File: src/rtl/nuc_pkg.sv
// Shared nucleotide definitions for the per-mille estimator and the sampler.
package nuc_pkg;

    typedef logic [1:0] nuc_t;

    localparam nuc_t NUC_A = 2'b00;
    localparam nuc_t NUC_C = 2'b01;
    localparam nuc_t NUC_G = 2'b10;
    localparam nuc_t NUC_T = 2'b11;

    localparam int PROB_SCALE = 1000;
    localparam int PROB_W     = 10;

    typedef enum logic [1:0] {
        ST_COLLECT = 2'd0,
        ST_DIVIDE  = 2'd1,
        ST_PUBLISH = 2'd2
    } est_state_t;

endpackage

File: src/rtl/nuc_freq_estimator_seq_udiv.sv
// Restoring unsigned divider, one quotient bit per cycle.
// A start while idle loads the operands (load cycle); NUM_W step cycles follow.
// done is high during the last step cycle, and quotient/remainder show that
// step's final result combinationally, so a caller can capture it in that cycle.
module seq_udiv #(
    parameter int NUM_W = 20,
    parameter int DEN_W = 10
) (
    input  logic             clk,
    input  logic             reset,
    input  logic             start,
    input  logic [NUM_W-1:0] dividend,
    input  logic [DEN_W-1:0] divisor,
    output logic             busy,
    output logic             done,
    output logic [NUM_W-1:0] quotient,
    output logic [DEN_W-1:0] remainder
);

    localparam int STEP_W = $clog2(NUM_W + 1);

    logic [NUM_W-1:0]  quo_q, quo_d;
    logic [DEN_W-1:0]  rem_q, rem_d;
    logic [DEN_W-1:0]  den_q, den_d;
    logic [STEP_W-1:0] step_q, step_d;
    logic              busy_q, busy_d;
    logic [DEN_W:0]    trial;
    logic [DEN_W:0]    trial_sub;
    logic              fits;

    // Load operands on start, otherwise shift one restoring step per cycle.
    always_comb begin
        quo_d     = quo_q;
        rem_d     = rem_q;
        den_d     = den_q;
        step_d    = step_q;
        busy_d    = busy_q;
        trial     = {rem_q, quo_q[NUM_W-1]};
        trial_sub = trial - {1'b0, den_q};
        fits      = (trial >= {1'b0, den_q});
        if (busy_q) begin
            quo_d  = {quo_q[NUM_W-2:0], fits};
            rem_d  = fits ? trial_sub[DEN_W-1:0] : trial[DEN_W-1:0];
            step_d = step_q - STEP_W'(1);
            if (step_q == STEP_W'(1)) begin
                busy_d = 1'b0;
            end
        end else if (start) begin
            quo_d  = dividend;
            rem_d  = '0;
            den_d  = divisor;
            step_d = STEP_W'(NUM_W);
            busy_d = 1'b1;
        end
    end

    // Divider state registers.
    always_ff @(posedge clk) begin
        if (reset) begin
            quo_q  <= '0;
            rem_q  <= '0;
            den_q  <= '0;
            step_q <= '0;
            busy_q <= 1'b0;
        end else begin
            quo_q  <= quo_d;
            rem_q  <= rem_d;
            den_q  <= den_d;
            step_q <= step_d;
            busy_q <= busy_d;
        end
    end

    assign busy      = busy_q;
    assign done      = busy_q && (step_q == STEP_W'(1));
    assign quotient  = quo_d;
    assign remainder = rem_d;

endmodule

File: src/rtl/nuc_freq_estimator.sv
// Windowed A/C/G/T counter producing per-mille probabilities that sum to 1000.
//
//   state      | meaning
//   -----------+-----------------------------------------------------------
//   ST_COLLECT | accept beats, count per nucleotide, wait for window close
//   ST_DIVIDE  | serial divisions for A, C, G; T takes the floor residue
//   ST_PUBLISH | hold estimate with out_valid until out_ready
module nuc_freq_estimator
    import nuc_pkg::*;
#(
    parameter int WINDOW = 1000
) (
    input  logic                         clk,
    input  logic                         reset,
    input  logic                         in_valid,
    output logic                         in_ready,
    input  logic [1:0]                   in_nuc,
    input  logic                         in_last,
    input  logic                         flush,
    output logic                         out_valid,
    input  logic                         out_ready,
    output logic [PROB_W-1:0]            prob_A,
    output logic [PROB_W-1:0]            prob_C,
    output logic [PROB_W-1:0]            prob_G,
    output logic [PROB_W-1:0]            prob_T,
    output logic [$clog2(WINDOW+1)-1:0]  sample_n
);

    localparam int CNT_W = $clog2(WINDOW + 1);
    localparam int NUM_W = CNT_W + PROB_W;

    est_state_t        state_q, state_d;
    logic [CNT_W-1:0]  cnt_q [4];
    logic [CNT_W-1:0]  cnt_d [4];
    logic [CNT_W-1:0]  n_q, n_d;
    logic [1:0]        idx_q, idx_d;
    logic [PROB_W-1:0] q_a_q, q_a_d, q_c_q, q_c_d;
    logic [PROB_W-1:0] prob_q [4];
    logic [PROB_W-1:0] prob_d [4];
    logic [CNT_W-1:0]  sample_n_q, sample_n_d;
    logic              out_valid_q, out_valid_d;

    logic              in_fire;
    logic              div_start, div_busy, div_done;
    logic [NUM_W-1:0]  div_dividend, div_quo;
    logic [CNT_W-1:0]  div_rem;
    logic [PROB_W:0]   prob_t_wide;
    logic              div_unused;

    // cnt * 1000 as 512 + 256 + 128 + 64 + 32 + 8
    function automatic logic [NUM_W-1:0] times_scale(input logic [CNT_W-1:0] c);
        logic [NUM_W-1:0] w;
        w = NUM_W'(c);
        return (w << 9) + (w << 8) + (w << 7) + (w << 6) + (w << 5) + (w << 3);
    endfunction

    assign in_ready     = (state_q == ST_COLLECT);
    assign in_fire      = in_valid && in_ready;
    assign div_start    = (state_q == ST_DIVIDE) && (n_q != '0) && !div_busy;
    assign div_dividend = times_scale(cnt_q[idx_q]);
    assign prob_t_wide  = (PROB_W+1)'(PROB_SCALE)
                        - ((PROB_W+1)'(q_a_q) + (PROB_W+1)'(q_c_q)
                           + (PROB_W+1)'(div_quo[PROB_W-1:0]));
    assign div_unused   = ^{div_rem, div_quo[NUM_W-1:PROB_W], prob_t_wide[PROB_W]};

    seq_udiv #(
        .NUM_W (NUM_W),
        .DEN_W (CNT_W)
    ) u_div (
        .clk       (clk),
        .reset     (reset),
        .start     (div_start),
        .dividend  (div_dividend),
        .divisor   (n_q),
        .busy      (div_busy),
        .done      (div_done),
        .quotient  (div_quo),
        .remainder (div_rem)
    );

    // Next-state, counter, and output-register computation.
    always_comb begin
        state_d     = state_q;
        cnt_d       = cnt_q;
        n_d         = n_q;
        idx_d       = idx_q;
        q_a_d       = q_a_q;
        q_c_d       = q_c_q;
        prob_d      = prob_q;
        sample_n_d  = sample_n_q;
        out_valid_d = out_valid_q;
        unique case (state_q)
            ST_COLLECT: begin
                if (in_fire) begin
                    cnt_d[in_nuc] = cnt_q[in_nuc] + 1'b1;
                    n_d           = n_q + 1'b1;
                end
                if ((in_fire && ((n_d == CNT_W'(WINDOW)) || in_last)) || flush) begin
                    state_d = ST_DIVIDE;
                    idx_d   = 2'd0;
                end
            end
            ST_DIVIDE: begin
                if (n_q == '0) begin
                    for (int i = 0; i < 4; i++) begin
                        prob_d[i] = PROB_W'(PROB_SCALE / 4);
                    end
                    sample_n_d  = '0;
                    out_valid_d = 1'b1;
                    state_d     = ST_PUBLISH;
                end else if (div_done) begin
                    if (idx_q == 2'd0) begin
                        q_a_d = div_quo[PROB_W-1:0];
                        idx_d = 2'd1;
                    end else if (idx_q == 2'd1) begin
                        q_c_d = div_quo[PROB_W-1:0];
                        idx_d = 2'd2;
                    end else begin
                        prob_d[0]   = q_a_q;
                        prob_d[1]   = q_c_q;
                        prob_d[2]   = div_quo[PROB_W-1:0];
                        prob_d[3]   = prob_t_wide[PROB_W-1:0];
                        sample_n_d  = n_q;
                        out_valid_d = 1'b1;
                        state_d     = ST_PUBLISH;
                    end
                end
            end
            ST_PUBLISH: begin
                if (out_ready) begin
                    out_valid_d = 1'b0;
                    for (int i = 0; i < 4; i++) begin
                        cnt_d[i] = '0;
                    end
                    n_d     = '0;
                    state_d = ST_COLLECT;
                end
            end
            default: state_d = ST_COLLECT;
        endcase
    end

    // State and datapath registers; reset discards any in-flight window.
    always_ff @(posedge clk) begin
        if (reset) begin
            state_q     <= ST_COLLECT;
            n_q         <= '0;
            idx_q       <= '0;
            q_a_q       <= '0;
            q_c_q       <= '0;
            sample_n_q  <= '0;
            out_valid_q <= 1'b0;
            for (int i = 0; i < 4; i++) begin
                cnt_q[i]  <= '0;
                prob_q[i] <= '0;
            end
        end else begin
            state_q     <= state_d;
            n_q         <= n_d;
            idx_q       <= idx_d;
            q_a_q       <= q_a_d;
            q_c_q       <= q_c_d;
            sample_n_q  <= sample_n_d;
            out_valid_q <= out_valid_d;
            for (int i = 0; i < 4; i++) begin
                cnt_q[i]  <= cnt_d[i];
                prob_q[i] <= prob_d[i];
            end
        end
    end

    assign out_valid = out_valid_q;
    assign prob_A    = prob_q[0];
    assign prob_C    = prob_q[1];
    assign prob_G    = prob_q[2];
    assign prob_T    = prob_q[3];
    assign sample_n  = sample_n_q;

endmodule
File: config.mk
export PLATFORM = sky130hd
export DESIGN_NAME = nuc_freq_estimator
export DESIGN_NICKNAME = d
export VERILOG_FILES = /design/src/rtl/nuc_pkg.sv /design/src/rtl/nuc_freq_estimator_seq_udiv.sv /design/src/rtl/nuc_freq_estimator.sv
export SDC_FILE = /design/constraint.sdc
export NUM_CORES = 1
export LEC_CHECK = 0
export BUFFER_PORTS_ARGS = -buffer_cell sky130_fd_sc_hd__buf_4
export CAP_MARGIN = 30
export CORE_MARGIN = 10
export CORE_UTILIZATION = 60
export CTS_BUF_LIST = sky130_fd_sc_hd__clkbuf_4 sky130_fd_sc_hd__clkbuf_8 sky130_fd_sc_hd__clkbuf_16
export DETAILED_ROUTE_END_ITERATION = 10
export GPL_TIMING_DRIVEN = 0
export PLACE_DENSITY_LB_ADDON = 0.12
export SLEW_MARGIN = 15
export SYNTH_ARGS = -nofsm -noshare
export SYNTH_HDL_FRONTEND = slang
export SYNTH_HIERARCHICAL = 1
export SYNTH_SLANG_ARGS = --single-unit
File: constraint.sdc
create_clock -name clk -period 6.6 [get_ports clk]
set_input_delay 0.99 -clock clk [delete_from_list [all_inputs] [get_ports clk]]
set_output_delay 0.99 -clock clk [all_outputs]
set_load 0.01 [all_outputs]
==> reports/qor.log, run 1 <==
[pwr] clock network fraction of total power 37.5%
[sta] Period Utilization, post-route 93.34%
[grt] global-route wire length before repair 43,040 um
[finish] net count reported at finish 1,358
[sta] maximum clock frequency 162.3 MHz
[cts] # clock sinks 171
[detailed_routing] DRC errors left 0
[pwr] combinational group share of total power 18.2%
[critical_path] capture instance of the worst register-to-register path prob_T[9]$_SDFFE_PP0P_
[pwr] Leak 4.567 nW
[pwr] Power Density 216.6 nW/um^2
[detailed_routing] Via-to-Cell Ratio 5.874
[pwr] part of the power in registers 44.3%
[sta] time the worst path needs with I/O delays and setup 6.160 ns
[detailed_routing] Detailed Routing Iterations Pass 1 7
[cts] number of buffers on the longest clock path 2
[cts] maximum level of the CTS H-tree 4
[finish] area growth from synthesis to final layout 12.20%
[critical_path] depth of the worst register-to-register path 20
[sta] Slew Limit Headroom 35.53%
[sta] Slew Viols, Final 0
[critical_path] maximum fanout along the worst path 10
[pwr] highest ir drop seen on vdd 0.0002310 V
[critical_path] critical path data arrival time 6.51 ns
[placed_design] # placed instances 1,449
[critical_path] endpoint kind of the worst setup timing path flip-flop
[cts] Clock Tree Root clkbuf_16
[hold_path] worst min-delay path startpoint u_div/den_q[3]$_SDFFE_PP0P_
[critical_path] Data required, critical path 6.95 ns
[critical_path] R2R Setup Slk 0.44 ns
[placed_design] Port Buffers 57
[synth] post-synthesis cell count 1,170
[cts] clock tree from TritonCTS done
[detailed_routing] antenna-violating nets left 0
[pwr] switching part of the total power 30.31%
[grt] initial antenna violation count 0
[synth] syn avg cell area 8.800 sq um
[critical_path] launch point of the worst reg-to-reg path idx_q[0]$_SDFFE_PP0P_
[finish] count of placed standard cells in the final layout, fillers left out 1,481
[sta] setup repair after global routing missed its margin false
[grt] pin count of the biggest net entering global routing 17
[die] Die Ht 151.0 um
[critical_path] kind of start point of the critical path flip-flop
[die] FP Rows 47
[die] Starting Density 61.65%
[cts] clock slew at reported path FFs 0.07 ns
[grt] global-route usage over all layers 23.45%
[grt] total grt overflow 0
[die] Core ar. 16,700 sq um
[grt] vias in the first global route 8,505
[placed_design] DP Wirelength 19,330 um
[detailed_routing] overall via count from detail_route 8,699
[die] top-level I/O count 60
[detailed_routing] WL/cell 17.54 um
[critical_path] classification of the worst setup path flip-flop to flip-flop
[finish] number of antenna cells inserted 0
[sta] actual slew at the worst max-slew pin 0.9570 ns
[run_status] outcome finished clean
[sta] Final Skew 0.01439 ns
[placed_design] last weighted congestion value of the routability-driven placer 0.9243
[synth] Yosys warning total 6
[finish] layout cells sized above 1 11.18%
[sta] final setup violation count 0
[die] horizontal extent of the die 151.0 um
[pwr] net switching power 0.7584 mW
[sta] summed negative setup slack over all endpoints 0 ns
[synth] post-synthesis instance area 10,300 sq um
[die] area enclosed by the die boundary 22,800 sq um
[cts] total setup buffers inserted after CTS 0
[detailed_routing] Iteration-0 DRC Markers 644
[flow_run] max-cap viol count 0
[hold_path] Hold Crit Endpoint u_div/den_q[3]$_SDFFE_PP0P_
[sta] Final Hold Violating Endpoints 0
[detailed_routing] total length of routed wires 25,970 um
[hold_path] Min-Delay Path Class flip-flop to flip-flop
[cts] insertion delay to the later sink of the worst-skew pair 0.43 ns
[pwr] cell internal power dissipation 1.744 mW
[hold_path] hold path depth 2
[cts] number of buffers inserted during clock tree synthesis 17
## worst max-delay path by stage
stage                                     start                     end  slack (ns)  cells after the start
after floorplan           idx_q[0]$_SDFFE_PP0P_  prob_T[9]$_SDFFE_PP0P_        1.18                     20
after global placement    idx_q[0]$_SDFFE_PP0P_  prob_T[9]$_SDFFE_PP0P_        0.32                     20
after detailed placement  idx_q[0]$_SDFFE_PP0P_  prob_T[9]$_SDFFE_PP0P_        0.26                     20
after CTS                 idx_q[0]$_SDFFE_PP0P_  prob_T[9]$_SDFFE_PP0P_        0.21                     20
after global routing      idx_q[0]$_SDFFE_PP0P_  prob_T[9]$_SDFFE_PP0P_        0.08                     20
final                     idx_q[0]$_SDFFE_PP0P_  prob_T[9]$_SDFFE_PP0P_        0.44                     20
## critical path, stage by stage (launching register included)
cell,delay [ns]
dfxtp_1,0.31
clkbuf_1,0.42
buf_2,0.44
mux4_2,0.65
inv_1,0.12
fa_1,0.49
fa_1,0.59
inv_1,0.05
ha_1,0.28
ha_1,0.29
mux2i_1,0.07
o21ai_1,0.47
ha_1,0.34
inv_1,0.08
fa_1,0.41
ha_1,0.34
nor2_1,0.05
nor2_1,0.08
o41ai_1,0.10
or3_1,0.35
a31oi_1,0.16
## per-stage QoR
| stage | total power, mW | area (sq um) | hold slack (ns) | utilization [%] | setup WS [ns] |
|---|---|---|---|---|---|
| after floorplan | 1.425 | 10300 | 0.4285 | - | 1.178 |
| final | 2.502 | 11550 | 0.4549 | 69.17 | 0.4397 |
| after global routing | 2.612 | 11550 | 0.4765 | 69.17 | 0.08426 |
| after global placement | 1.572 | 11010 | 0.4434 | 65.91 | 0.3203 |
| after detailed placement | 1.578 | 11010 | 0.4479 | 65.91 | 0.2638 |
| after CTS | 2.515 | 11550 | 0.4575 | 69.17 | 0.2142 |
## final cells by class
class,count,area (sq um)
tap,220,275.3
sequential,171,3423
fill,1351,5149
buffer,66,267.8
clock buffer,18,432.9
inverter,115,431.7
clock inverter,14,112.6
timing repair buffer,57,427.9
multi-input combinational,820,6181
## sequential cells by signal (all words and copies together), names as in the netlist, 5 cells and up
name / count
q_a_q: 10
prob_C: 10
u_div/rem_q: 10
cnt_q: 40
n_q: 10
q_c_q: 10
u_div/quo_q: 20
u_div/den_q: 10
prob_T: 10
u_div/step_q: 5
sample_n: 10
prob_A: 10
prob_G: 10
## power groups by stage
stage | Sequential (mW) | Combinational [mW] | Clock (mW)
6_report | 1.11 | 0.456 | 0.938
5_1_grt | 1.11 | 0.503 | 0.996
4_1_cts | 1.11 | 0.454 | 0.954
3_5_place_dp | 1.13 | 0.449 | 0
3_3_place_gp | 1.13 | 0.444 | 0
2_1_floorplan | 1.14 | 0.287 | 0
## cells in the final DEF, fill, tap and decap left out, types with 4 or more instances in the layout
cell type  count
or3_1          4
clkbuf_1      50
mux2_4         7
a31oi_1       17
o21ai_1        6
dfxtp_1      171
clkbuf_16     17
nor3_1         8
buf_2         10
o21a_1        17
a311oi_1       4
buf_4         59
xnor2_1       17
o22ai_1       23
mux2i_1       45
and2_1         4
clkinv_2       4
inv_1        115
ha_1          61
nand2b_1      12
buf_1          4
a21oi_1       63
a21o_1         6
fa_1          41
nor2_1       145
nand4_1       13
o211ai_1       4
nand2_1       84
mux4_2        19
xor2_1        15
nor2b_1       28
nand3_1       47
a22oi_1       22
a22o_1         8
a211oi_1       7
o21ai_0       34
nor4_1         7
## what timing repair did
action                     CTS  global route
resized for setup            0             1
hold buffers                 0             0
setup endpoints to repair    0             2
## routing by layer
metal | GRT usage [%] | up-vias | routed length (um)
li1 | - | 4183 | -
met2 | 38.70 | 289 | 12530
met3 | 4.714 | 31 | 1709
met5 | 0 | - | 0
met4 | 6.545 | 0 | 444
met1 | 30.60 | 4196 | 11290
Note: power is estimated with default switching activity, not from simulation.
==> run 2, diff against run 1 <==
--- a/config.mk
+++ b/config.mk
@@ -6,9 +6,9 @@
 export NUM_CORES = 1
 export LEC_CHECK = 0
 export BUFFER_PORTS_ARGS = -buffer_cell sky130_fd_sc_hd__buf_4
-export CAP_MARGIN = 30
+export CAP_MARGIN = 20
 export CORE_MARGIN = 10
-export CORE_UTILIZATION = 60
+export CORE_UTILIZATION = 62
 export CTS_BUF_LIST = sky130_fd_sc_hd__clkbuf_4 sky130_fd_sc_hd__clkbuf_8 sky130_fd_sc_hd__clkbuf_16
 export DETAILED_ROUTE_END_ITERATION = 10
 export GPL_TIMING_DRIVEN = 0
==> run 2 against run 1 <==
Power rose by 1.0%. Fmax up 1.2%. Routed wire length is 0.74% lower. Core utilization grew 1.3 points. Design area about the same. Sequential power about the same. Critical path type unchanged. Sequential share of layout area hardly changed. Largest cell class unchanged. Hold slack improved by 0.0015 ns. Clock skew increased by 0.0015 ns. Via count up 0.29%. Register-to-register slack gained 0.07 ns. Highest routed layer unchanged.
==> reports/qor.log, run 2 (same netlist as run 1, synthesis figures left out) <==
[run_status] outcome finished clean
[cts] number of buffers on the longest clock path 2
[grt] total grt overflow 0
[sta] Final Skew 0.01591 ns
[critical_path] Data required, critical path 6.95 ns
[critical_path] Slowest cell on crit path mux4_2
[sta] actual slew at the worst max-slew pin 0.9825 ns
[grt] fraction of met3 tracks used by global routing 4.612%
[sta] Slew Viols, Final 0
[finish] max reg flops 40
[flow_run] max-cap viol count 0
[cts] # clock sinks 171
[cts] clock slew at reported path FFs 0.07 ns
[critical_path] CP most frequent cell ha_1
[sta] Period Utilization, post-route 92.24%
[cts] total setup buffers inserted after CTS 0
[critical_path] top cell family by delay on the critical path adder cells
[critical_path] number of buffer and inverter stages on the critical path 5
[cts] Clock Tree Root clkbuf_16
[finish] most frequent cells in the layout dfxtp_1, nor2_1, inv_1
[grt] global-route usage over all layers 23.43%
[grt] GRT busiest layer met2
[pwr] post-layout total power 2.528 mW
[finish] area growth from synthesis to final layout 12.24%
[die] Core ar. 16,410 sq um
[detailed_routing] overall via count from detail_route 8,724
[detailed_routing] DRC errors left 0
[sta] setup repair after global routing missed its margin false
[placed_design] last weighted congestion value of the routability-driven placer 0.9165
[finish] number of antenna cells inserted 0
[grt] initial antenna violation count 0
[pwr] Leak 4.560 nW
[pwr] highest ir drop seen on vdd 0.0002303 V
[detailed_routing] total length of routed wires 25,780 um
[finish] most common cell after layout, fill and taps aside dfxtp_1
[grt] vias in the first global route 8,615
[die] top-level I/O count 60
[grt] met1 Usage GRT 29.82%
[cts] insertion delay to the later sink of the worst-skew pair 0.44 ns
[die] horizontal extent of the die 148.9 um
[sta] summed negative setup slack over all endpoints 0 ns
[sta] time the worst path needs with I/O delays and setup 6.088 ns
[detailed_routing] Via-to-Cell Ratio 5.911
[cts] number of buffers inserted during clock tree synthesis 17
[grt] pin count of the biggest net entering global routing 17
[detailed_routing] antenna-violating nets left 0
[placed_design] DP Wirelength 19,320 um
[critical_path] maximum fanout along the worst path 10
[finish] largest registers ranked by flip-flop count cnt_q (40), u_div/quo_q (20)
[die] Die Ht 148.9 um
[finish] register with the most flip-flops cnt_q
[critical_path] cells traversed along the worst timing path clkbuf_1 -> buf_2 -> mux4_2 -> inv_1 -> fa_1 -> fa_1 -> inv_1 -> ha_1 -> ha_1 -> mux2i_1 -> o21ai_1 -> ha_1 -> inv_1 -> fa_1 -> ha_1 -> nor2_1 -> nor2_1 -> o41ai_1 -> or3_1 -> a31oi_1
[die] Starting Density 62.75%
[cts] clock tree from TritonCTS done
[detailed_routing] Iteration-0 DRC Markers 640
[placed_design] Port Buffers 57
[sta] Final Hold Violating Endpoints 0
[hold_path] Min-Delay Path Class flip-flop to flip-flop
[critical_path] classification of the worst setup path flip-flop to flip-flop
[grt] met2 track demand over resource in global routing 38.23%
[detailed_routing] WL/cell 17.47 um
[die] area enclosed by the die boundary 22,160 sq um
[critical_path] endpoint kind of the worst setup timing path flip-flop
[finish] layout cells sized above 1 10.83%
[finish] net count reported at finish 1,358
[pwr] Power Density 218.7 nW/um^2
[sta] Slew Limit Headroom 33.81%
[critical_path] kind of start point of the critical path flip-flop
[cts] maximum level of the CTS H-tree 4
[grt] global-route wire length before repair 42,440 um
[die] FP Rows 47
[sta] final setup violation count 0
[sta] maximum clock frequency 164.3 MHz
[critical_path] largest incremental delay on the critical path 0.64 ns
[detailed_routing] Detailed Routing Iterations Pass 1 5
[critical_path] critical path data arrival time 6.44 ns
## run 2: metrics by stage
step | std cells | hold slack (ns) | cell area, sq um | worst slack (ns) | util [%]
2_1_floorplan | 1172 | 0.4285 | 10300 | 1.178 | -
3_3_place_gp | 1449 | 0.4428 | 11010 | 0.3203 | 67.09
3_5_place_dp | 1449 | 0.4514 | 11010 | 0.2382 | 67.09
4_1_cts | 1476 | 0.4596 | 11560 | 0.2367 | 70.43
5_1_grt | 1476 | 0.4807 | 11560 | 0.1712 | 70.43
6_report | 1476 | 0.4564 | 11560 | 0.5123 | 70.43
## run 2: per-layer routing
metal  routed length (um)  vias up
met5                    0        -
met4                  834        0
met3                 1727       53
met2                12170      296
met1                11050     4202
li1                     -     4173
## run 2: layout make-up
cell class / count / area [sq um]
tap: 220 / 275.3
multi-input combinational: 820 / 6181
inverter: 115 / 431.7
timing repair buffer: 57 / 427.9
clock inverter: 10 / 123.9
buffer: 66 / 267.8
clock buffer: 17 / 425.4
fill: 1305 / 4851
sequential: 171 / 3423
## run 2: report_power, final
part	internal (mW)	switching, mW
registers	1.08	0.0304
logic	0.171	0.285
clock network	0.549	0.414
total	1.80	0.729
## run 2: final timing paths
kind | startpoint | endpoint | slack, ns | cells after the start
min reg2reg | u_div/den_q[1]$_SDFFE_PP0P_ | u_div/den_q[1]$_SDFFE_PP0P_ | 0.46 | 2
max reg2reg | idx_q[0]$_SDFFE_PP0P_ | prob_T[9]$_SDFFE_PP0P_ | 0.51 | 20
max | idx_q[0]$_SDFFE_PP0P_ | prob_T[9]$_SDFFE_PP0P_ | 0.51 | 20
min | u_div/den_q[1]$_SDFFE_PP0P_ | u_div/den_q[1]$_SDFFE_PP0P_ | 0.46 | 2
## run 2: what timing repair did
item / 4_1_cts / 5_1_grt
hold endpoints to repair: 0 / 0
endpoints found under the setup margin: 0 / 1
hold buffers: 0 / 0
gates resized for setup: 0 / 1
## run 2: tightest hold or removal path, cell delays in order (launching register included)
cell	delay, ns
dfxtp_1	0.31
nand2_1	0.05
a21oi_1	0.05
==> run 3, diff against run 2 <==
--- a/config.mk
+++ b/config.mk
@@ -5,16 +5,15 @@
 export SDC_FILE = /design/constraint.sdc
 export NUM_CORES = 1
 export LEC_CHECK = 0
-export BUFFER_PORTS_ARGS = -buffer_cell sky130_fd_sc_hd__buf_4
 export CAP_MARGIN = 20
 export CORE_MARGIN = 10
-export CORE_UTILIZATION = 62
+export CORE_UTILIZATION = 65
 export CTS_BUF_LIST = sky130_fd_sc_hd__clkbuf_4 sky130_fd_sc_hd__clkbuf_8 sky130_fd_sc_hd__clkbuf_16
 export DETAILED_ROUTE_END_ITERATION = 10
+export DONT_BUFFER_PORTS = 1
 export GPL_TIMING_DRIVEN = 0
 export PLACE_DENSITY_LB_ADDON = 0.12
-export SLEW_MARGIN = 15
+export SLEW_MARGIN = 25
 export SYNTH_ARGS = -nofsm -noshare
 export SYNTH_HDL_FRONTEND = slang
-export SYNTH_HIERARCHICAL = 1
 export SYNTH_SLANG_ARGS = --single-unit
==> run 3 against run 2 <==
Global-route usage up 2.8 points. Non-clock buffer count down 52. Synthesized cell count down 0.26%. Fmax down 1.0%. Largest power group unchanged.
==> reports/qor.log, run 3 <==
[placed_design] DP Wirelength 20,750 um
[cts] total setup buffers inserted after CTS 0
[grt] global-route wire length before repair 45,140 um
[critical_path] capture instance of the worst register-to-register path prob_T[8]$_SDFFE_PP0P_
[finish] max reg flops 40
[sta] setup repair after global routing missed its margin false
[critical_path] top cell family by delay on the critical path adder cells
[sta] Final Skew 0.01151 ns
[grt] pin count of the biggest net entering global routing 17
[critical_path] critical path data arrival time 6.53 ns
[grt] initial antenna violation count 0
[die] FP Rows 45
[synth] leading area contributor after synthesis dfxtp_1
[finish] register with the most flip-flops cnt_q
[synth] Seq/Total Area, Yosys 33.55%
[synth] Yosys warning total 0
[critical_path] cells traversed along the worst timing path clkbuf_1 -> clkbuf_2 -> mux4_2 -> fa_1 -> inv_1 -> fa_1 -> inv_1 -> ha_1 -> nand2_1 -> a21oi_1 -> a21oi_1 -> inv_1 -> ha_1 -> fa_1 -> inv_1 -> ha_1 -> nor2_1 -> nor2_1 -> o41ai_1 -> or4_1 -> nand3_1
[synth] syn avg cell area 8.743 sq um
[cts] post-CTS resize count 0
[die] area enclosed by the die boundary 21,110 sq um
[grt] global-route usage over all layers 26.26%
[finish] number of antenna cells inserted 0
[pwr] Leak 4.247 nW
[detailed_routing] Detailed Routing Iterations Pass 1 5
[cts] maximum level of the CTS H-tree 4
[cts] clock slew at reported path FFs 0.07 ns
[die] Core ar. 15,310 sq um
[synth] synthesized net count 1,277
[flow_run] max-cap viol count 0
[hold_path] Min-Delay Path Class flip-flop to flip-flop
[sta] summed negative setup slack over all endpoints 0 ns
[critical_path] Worst setup startpoint idx_q[0]$_SDFFE_PP0P_
[finish] net count reported at finish 1,296
[cts] # clock sinks 171
[sta] Slew Limit Headroom 42.24%
[die] Starting Density 66.63%
[cts] clock tree from TritonCTS done
[finish] largest registers ranked by flip-flop count cnt_q (40), u_div.quo_q (20)
[critical_path] launch point of the worst reg-to-reg path idx_q[0]$_SDFFE_PP0P_
[synth] post-synthesis cell count 1,167
[sta] final setup violation count 0
[synth] main area contributors after synthesis dfxtp_1, fa_1, ha_1, nor2_1, mux4_2
[synth] main flop type after synthesis dfxtp_1
[critical_path] maximum fanout along the worst path 10
[sta] Slew Viols, Final 0
[finish] Final Core Density 72.25%
[grt] vias in the first global route 8,443
[finish] area growth from synthesis to final layout 8.449%
[synth] library cell with the highest instance count after synthesis dfxtp_1
[sta] Final Hold Violating Endpoints 0
[synth] proportion of synthesized flip-flops having asynchronous set or reset 0%
[critical_path] kind of start point of the critical path flip-flop
[critical_path] CP most frequent cell inv_1
[detailed_routing] DRC errors left 0
[synth] number of enable flip-flop cells after synthesis 0
[sta] time the worst path needs with I/O delays and setup 6.152 ns
[cts] Clock Tree Root clkbuf_16
[sta] maximum clock frequency 162.6 MHz
[detailed_routing] total length of routed wires 28,010 um
[critical_path] Slowest cell on crit path mux4_2
[finish] most frequent cells in the layout dfxtp_1, nor2_1, nand2_1
[run_status] outcome finished clean
[synth] most frequent cells after synthesis dfxtp_1, nor2_1, nand2_1, inv_1, a21oi_1
[hold_path] Hold Crit Endpoint u_div.rem_q[9]$_SDFFE_PP0P_
[die] horizontal extent of the die 145.3 um
[finish] most common cell after layout, fill and taps aside dfxtp_1
[pwr] Power Density 268.6 nW/um^2
[die] top-level I/O count 60
[critical_path] largest incremental delay on the critical path 0.70 ns
[synth] top-area cell type share of the netlist area 33.55%
[die] Die Ht 145.3 um
[detailed_routing] Via-to-Cell Ratio 6.282
[synth] synthesis-stage register bit count 171
[synth] post-synthesis instance area 10,200 sq um
[cts] Hold Buf Count CTS 0
[detailed_routing] WL/cell 19.86 um
[placed_design] last weighted congestion value of the routability-driven placer 0.9231
[finish] layout cells sized above 1 7.673%
[pwr] highest ir drop seen on vdd 0.0002050 V
[cts] number of buffers on the longest clock path 2
[detailed_routing] Iteration-0 DRC Markers 817
[sta] actual slew at the worst max-slew pin 0.8625 ns
[detailed_routing] antenna-violating nets left 0
[cts] number of buffers inserted during clock tree synthesis 17
[critical_path] classification of the worst setup path flip-flop to flip-flop
[critical_path] R2R Setup Slk 0.45 ns
[grt] total grt overflow 0
[hold_path] hold path depth 2
[placed_design] Port Buffers 0
[cts] insertion delay to the later sink of the worst-skew pair 0.44 ns
[critical_path] number of buffer and inverter stages on the critical path 6
[critical_path] Data required, critical path 6.98 ns
[hold_path] worst min-delay path startpoint u_div.rem_q[9]$_SDFFE_PP0P_
[synth] distinct cell type count after synthesis 72
[critical_path] depth of the worst register-to-register path 21
[detailed_routing] overall via count from detail_route 8,857
[sta] Period Utilization, post-route 93.21%
[critical_path] endpoint kind of the worst setup timing path flip-flop
run 3: per-stage QoR:
step | cell area, sq um | hold slack [ns] | setup slack, ns | power, mW | instances
floorplan | 10200 | 0.4256 | 1.140 | 1.739 | 1167
global placement | 10470 | 0.4374 | 0.3485 | 1.932 | 1378
detailed placement | 10470 | 0.4405 | 0.1545 | 1.942 | 1378
CTS | 11060 | 0.4493 | 0.1344 | 2.957 | 1410
global route | 11070 | 0.4812 | 0.1237 | 3.102 | 1410
finish | 11070 | 0.4505 | 0.4483 | 2.972 | 1410
run 3: kinds of logic (layout without fill, tap and decap cells):
kind of cell | count (synthesis) | after routing | share of synthesized area (%)
AND/OR/NAND/NOR | 383 | 383 | 17.72
AO/OA/AOI/OAI | 280 | 280 | 18.37
buffers and inverters | 173 | 205 | 7.051
flip-flops | 171 | 171 | 33.55
adder cells (fa/ha/maj) | 102 | 102 | 15.52
XOR/XNOR | 31 | 31 | 2.661
multiplexers | 27 | 27 | 5.126
run 3: final cells by class:
class / instances / area (sq um)
Buffer: 71 / 337.8
Clock buffer: 18 / 439.2
Clock inverter: 14 / 157.7
Fill cell: 1199 / 4249
Inverter: 102 / 382.9
Multi-Input combinational cell: 823 / 6061
Sequential cell: 171 / 3423
Tap cell: 211 / 264.0
run 3: how the worst max path moves through the flow:
| stage | to | slack (ns) | cells past startpoint |
|---|---|---|---|
| floorplan | prob_T[9]$_SDFFE_PP0P_ | 1.14 | 19 |
| global placement | prob_T[9]$_SDFFE_PP0P_ | 0.35 | 19 |
| detailed placement | prob_T[8]$_SDFFE_PP0P_ | 0.15 | 21 |
| CTS | prob_T[8]$_SDFFE_PP0P_ | 0.13 | 21 |
| global route | prob_T[9]$_SDFFE_PP0P_ | 0.12 | 19 |
| finish | prob_T[8]$_SDFFE_PP0P_ | 0.45 | 21 |
run 3: layer usage:
| metal | vias up | GRT usage (%) | wire length [um] |
|---|---|---|---|
| li1 | 4129 | - | - |
| met1 | 4254 | 35.82 | 11870 |
| met2 | 425 | 39.44 | 12590 |
| met3 | 49 | 7.451 | 2925 |
| met4 | 0 | 8.140 | 631 |
| met5 | - | 0 | 0 |
run 3: report_power, final:
| part | leakage, nW | internal (mW) | switching, mW |
|---|---|---|---|
| combinational | 2.56 | 0.228 | 0.469 |
| sequential | 1.38 | 1.13 | 0.113 |
| clock | 0.301 | 0.578 | 0.452 |
run 3: tightest hold or removal path: cells and delay by family (launching register included):
family          cells  cell delay (ns)
compound gates      1             0.05
flops               1             0.31
simple gates        1             0.05
